**src/rtl/dl_skid_buf.sv**
```systemverilog
// dl_skid_buf: two-entry valid/ready pipeline register with a skid slot.
// The main register drives out_data. The skid register absorbs one word when
// downstream stalls. in_ready and out_valid decode only from registered state,
// so no combinational path runs from out_ready to in_ready.
// Optional build macro DL_SKID_BUF_STALL_CNT_EN adds a saturating stall counter
// on port stall_cnt.

module dl_skid_buf #(
  parameter int unsigned NUM_BITS = 32,
  parameter int unsigned CNT_BITS = 16
) (
  input  logic                clk,
  input  logic                rst,
  input  logic                in_valid,
  output logic                in_ready,
  input  logic [NUM_BITS-1:0] in_data,
  output logic                out_valid,
  input  logic                out_ready,
`ifdef DL_SKID_BUF_STALL_CNT_EN
  output logic [NUM_BITS-1:0] out_data,
  output logic [CNT_BITS-1:0] stall_cnt
`else
  output logic [NUM_BITS-1:0] out_data
`endif
);

  // Reject degenerate widths at elaboration.
  if (NUM_BITS < 1 || CNT_BITS < 1) begin : g_param_check
    $error("dl_skid_buf: NUM_BITS and CNT_BITS must be at least 1");
  end

  typedef enum logic [1:0] {
    StEmpty = 2'b00,
    StBusy  = 2'b01,
    StFull  = 2'b10
  } state_e;

  state_e              state_q, state_d;
  logic [NUM_BITS-1:0] main_q, main_d;
  logic [NUM_BITS-1:0] skid_q, skid_d;
  logic                in_fire, out_fire;

  // Handshake decode from registered state only.
  always_comb begin
    in_ready  = (state_q != StFull);
    out_valid = (state_q != StEmpty);
    out_data  = main_q;
    in_fire   = in_valid & in_ready;
    out_fire  = out_valid & out_ready;
  end

  // Next-state and datapath steering.
  always_comb begin
    state_d = state_q;
    main_d  = main_q;
    skid_d  = skid_q;
    case (state_q)
      StEmpty: begin
        if (in_fire) begin
          main_d  = in_data;
          state_d = StBusy;
        end
      end
      StBusy: begin
        if (in_fire && out_fire) begin
          main_d = in_data;
        end else if (in_fire) begin
          // Downstream stalled: park the new word behind the held one.
          skid_d  = in_data;
          state_d = StFull;
        end else if (out_fire) begin
          // main_q keeps its stale value; out_valid masks it.
          state_d = StEmpty;
        end
      end
      StFull: begin
        if (out_fire) begin
          main_d  = skid_q;
          state_d = StBusy;
        end
      end
      default: state_d = StEmpty;
    endcase
  end

  // State and data registers; synchronous reset discards held words.
  always_ff @(posedge clk) begin
    if (rst) begin
      state_q <= StEmpty;
      main_q  <= '0;
      skid_q  <= '0;
    end else begin
      state_q <= state_d;
      main_q  <= main_d;
      skid_q  <= skid_d;
    end
  end

`ifdef DL_SKID_BUF_STALL_CNT_EN
  logic [CNT_BITS-1:0] stall_cnt_q, stall_cnt_d;

  // Count cycles where a word is offered but refused; stick at all-ones.
  always_comb begin
    stall_cnt_d = stall_cnt_q;
    if (out_valid && !out_ready && (stall_cnt_q != {CNT_BITS{1'b1}})) begin
      stall_cnt_d = stall_cnt_q + CNT_BITS'(1);
    end
  end

  // Stall counter register.
  always_ff @(posedge clk) begin
    if (rst) begin
      stall_cnt_q <= '0;
    end else begin
      stall_cnt_q <= stall_cnt_d;
    end
  end

  assign stall_cnt = stall_cnt_q;
`endif

endmodule

```
**config.mk**
```make
export PLATFORM = sky130hd
export DESIGN_NAME = dl_skid_buf
export DESIGN_NICKNAME = d
export VERILOG_FILES = /design/src/rtl/dl_skid_buf.sv
export SDC_FILE = /design/constraint.sdc
export NUM_CORES = 1
export LEC_CHECK = 0
export ABC_AREA = 1
export BUFFER_PORTS_ARGS = -buffer_cell sky130_fd_sc_hd__buf_2
export CORE_UTILIZATION = 53
export CTS_BUF_LIST = sky130_fd_sc_hd__clkbuf_4
export DETAILED_ROUTE_END_ITERATION = 16
export PLACE_DENSITY = 0.8
export SYNTH_ARGS = -nofsm -noshare
export SYNTH_HDL_FRONTEND = slang
export SYNTH_SLANG_ARGS = --single-unit
```
**constraint.sdc**
```tcl
create_clock -name clk -period 1.8 [get_ports clk]
set_clock_uncertainty 0.1 [all_clocks]
set_input_delay 0 -clock clk [delete_from_list [all_inputs] [get_ports clk]]
set_output_delay 0 -clock clk [all_outputs]
set_load 0.1 [all_outputs]
```
# == After elaboration in Yosys (flattened, before gate mapping) ==
# Index checks and enable logic that the tools add are counted.
# op_classes
n_eq_ne,8
mux,10
bitwise_logic,3
n_reduce_logical,7
# ops
op,n
32-bit two-way mux,3
32-bit one-hot mux with 3 select lines,1
2-bit two-way mux,5
2-bit inequality test (second input constant),5
4-bit AND reduction,2
2-bit one-hot mux with 3 select lines,1
3-bit inequality test (second input constant),1
3-bit AND reduction,1
3-bit nonzero test,1
1-bit AND,2
2-bit by 1-bit == test with 1-bit output (second input constant),1
2-bit == test (second input constant),1
2-bit zero test,1
2-bit nonzero test,1
1-bit logical AND,1
1-bit NOT,1
# totals
regBits,66
in_bits,36
output_inout_bits,34
elab_cells,31

# == Longest topological paths before layout ==
# logic_depth
depth_word,6
ltp_mapped,9
depth_no_buf,8

# == Worst setup path after synthesis ==
# Ideal clock, no wire load.
# synth_timing
kind,register to register
from,register state_q[0]
to,register main_q[0] (netlist: out_data[0])
arrival_ns,1.463
required_ns,1.635
setup_slack_ns,0.172
stages_incl_launch_ff,10
period_less_slack_ns,1.628
path_cell_list,dfxtp_1 -> inv_2 -> nand2_1 -> buf_2 -> nand2_1 -> nand2_1 -> inv_1 -> nand3_1 -> nand2_1 -> nor2_1
# synth_via
elab_chain_cells,5
# synth_rtl
item,line_no,rtl
"start, declared",38,"state_e state_q, state_d;"
"start signal, assigned",89,state_q <= StEmpty;
"start signal, assigned",93,state_q <= state_d;
2-bit inequality test *,45,in_ready = (state_q != StFull);
named net in_ready,15,"output logic in_ready,"
1-bit AND *,48,in_fire = in_valid & in_ready;
1-bit logical AND,65,if (in_fire && out_fire) begin
2-bit inequality test (no source line),-,
4-bit AND reduction (no source line) *,-,
"end signal, assigned",94,main_q <= main_d;
"end, declared",39,"logic [NUM_BITS-1:0] main_q, main_d;"
# Mark *: on every way through the listed nets, which the timed path passes. The rest lies on a longest branch.
# A chain may end at the register's enable or synchronous reset.

# == Worst setup path after layout ==
# layout_timing
from,register state_q[0]
to,output in_ready
# layout_via
elab_chain_cells,1
# layout_rtl
item,line_no
2-bit inequality test,45
"end, declared",15
# No other way between the ends.

==> results.yml <==
outcome:
  status: "completed"
global_route:
  grt_pass1_wl_microns: 13180
  track_usage: 0.2795
  grt_overflow: 0
  grt_pass1_vias: 2929
  antenna_found_initial: 0
  grt_start_max_net_pins: 37
final_layout:
  layout-drive-gt1-share: 0.2055
  layout.cells.non_filler: 651
  diodes: 0
  seq_area_sq_mm: 0.001323
  fin_area_sq_mm: 0.004008
  mostFrequentLayoutCells: "120 x nor2_1, 100 x nand2_1, 67 x buf_2"
  syn2layout_area_growth_pct: 31.16
  layout_commonest_cell: "nor2_1"
  n_fill_cell: 477
  nNetsFinal: 610
  multiInputGateArea_sq_mm: 0.001435
die:
  coreArea_sq_mm: 0.005540
  die_area_sq_mm: 0.006072
  die_h_microns: 77.93
  start_util: 0.5515
  die_x_microns: 77.93
  fp-row-count: 27
  io_pins: 70
sta:
  setup_viol: 0
  drv_slew: 0
  setup_ws_ns: 0.1225
  period_needed_ns: 1.677
  fin_crit_sh: 0.9319
  hold_violations: 0
  tightest_slew_ns: 0.4910
  fin_setup_tns_ns: 0
  fmax_ghz: 0.5961
  relSlewSlack: 0.6749
  rsz0062_at_grt: "no"
synthesis:
  synth_top_area_cell: "dfxtp_1"
  synthSimpleGateAreaFrac: 0.4062
  synth_area_sq_mm: 0.003055
  synth_adder_area_share: 0
  syn_nets: 507
  synth_mux_area_frac: 0
  netlist_instances: 471
  synth_compound_area_frac: 0.06102
  synthXorXnorAreaFrac: 0
  synth_seq_cells: 66
  synth_cell_types: 19
  yosysWarnings: 0
  synth_top_family_by_area: "simple AND/OR/NAND/NOR gates"
  syn_area_per_cell_sq_um: 6.487
  yosysSeqAreaShare: 0.4324
  ys_top_cells_by_area: "dfxtp_1 43%, nor2_1 15%, nand2_1 12%"
  synth_top_area_share: 0.4324
route:
  drt-total-wl_microns: 7972
  viasPerCell: 5.061
  drc: 0
  via_count: 3295
  drt_iter0_drc: 272
  ant_nets: 0
  detail_route.wl_per_cell_microns: 12.25
  dr.pass1.iters: 5
cts:
  clk_latency_ns: 0.42
  htreeDepth: 3
  cts_made_buffers: 9
  cts.sinks: 66
  root_buffer: "clkbuf_4"
  cts_max_path_buffers: 2
  cts.reportedPaths.clkPinSlew_ns: 0.11
  tritoncts: "done"
placed_design:
  portBuffers: 69
  placed_area_sq_mm: 0.003508
  post-place-ws_ns: 0.2202
  hpwl_microns: 4926
  globalplace.congestion: 0.8119
  dp.cells: 599
worst_setup_path:
  worstPathRequired_ns: 1.70
  worstSetupPathType: "reg2out"
  cp.arrival_ns: 1.58
  critPathLaunchType: "flip-flop"
  cp_max_fo: 22
  critPathCaptureType: "output pin"
power_and_ir_drop:
  finalPower_uw: 3917
  leakage_uw: 0.002093
  p_per_area_mw_per_mm2: 977.4
  irDropWorstVdd_uv: 647.1
flow_run:
  cap_violations: 0
worst_hold_path:
  hold_class: "in2reg"
critical path: stages (launching register included):
cell	delay [ns]
dfxtp_1	0.42
inv_2	0.15
nand2_1	0.13
buf_6	0.21
buf_6	0.25
kinds of logic after synthesis:
family,count (synthesis)
and+or+nand+nor,299
buffers and inverters,71
DFF,66
AOI/OAI and AO/OA,35
metrics by stage:
| stage | utilization | hold WS (ns) |
|---|---|---|
| finish | 0.7234 | 0.2241 |
| detailed placement | 0.6332 | 0.1170 |
| CTS | 0.7224 | 0.1981 |
| global placement | 0.6332 | 0.1225 |
| global route | 0.7234 | 0.2184 |
| floorplan | - | -0.03093 |
worst paths after layout:
| kind | start | endpoint | slack, ns | cells past startpoint |
|---|---|---|---|---|
| max | state_q[0] | in_ready | 0.12 | 4 |
| min | rst | state_q[1] | 0.22 | 3 |
| max reg2reg | state_q[1] | skid_q[28] | 0.17 | 6 |
| min reg2reg | out_data[23] | out_data[23] | 0.39 | 2 |
power breakdown:
part	total (uW)	switching [uW]	internal (uW)	leakage, uW
combinational	1330	1010	322	0.00148
clock	941	534	407	0.0000706
sequential	1640	64.4	1580	0.000543
cell type report:
class | instances | area share
well taps | 72 | 0.02248
multi-input cells | 334 | 0.3581
clock buffers | 9 | 0.01686
flip-flops and latches | 66 | 0.3300
inverters | 39 | 0.03653
clock inverters | 7 | 0.01499
repair buffers | 124 | 0.2210
synth_stat cells:
library cell  number
nor3_1             1
buf_4              1
a21oi_1            2
nor2_2            11
inv_2              2
o21ai_4            1
buf_2             11
nand3_2            1
buf_6              3
clkbuf_1          15
inv_1             36
nor2b_1            1
nand3_1           65
clkinv_1           1
buf_1              2
dfxtp_1           66
nor2_1           120
nand2_1          100
o21ai_0           32
sequential cells by signal, summed over array words and instances (netlist names):
signal	flops
skid_q	32
out_data	32
state_q	2
per-layer routing:
layer	share of wire	GRT usage	vias up	wire, microns
met1	0.44	0.3426	1488	3484
met2	0.49	0.4611	121	3881
met5	0	0	-	0
met4	0.032	0.1630	0	254
met3	0.044	0.04706	23	351
li1	-	-	1663	-
what timing repair did:
action	CTS	global route
endpoints found under the setup margin	1	5
pin swaps	0	0
resized for setup	2	2
setup buffers	0	0
hold endpoints to repair	66	0
hold buffers	36	0
Power figures use the tool's default switching activity.
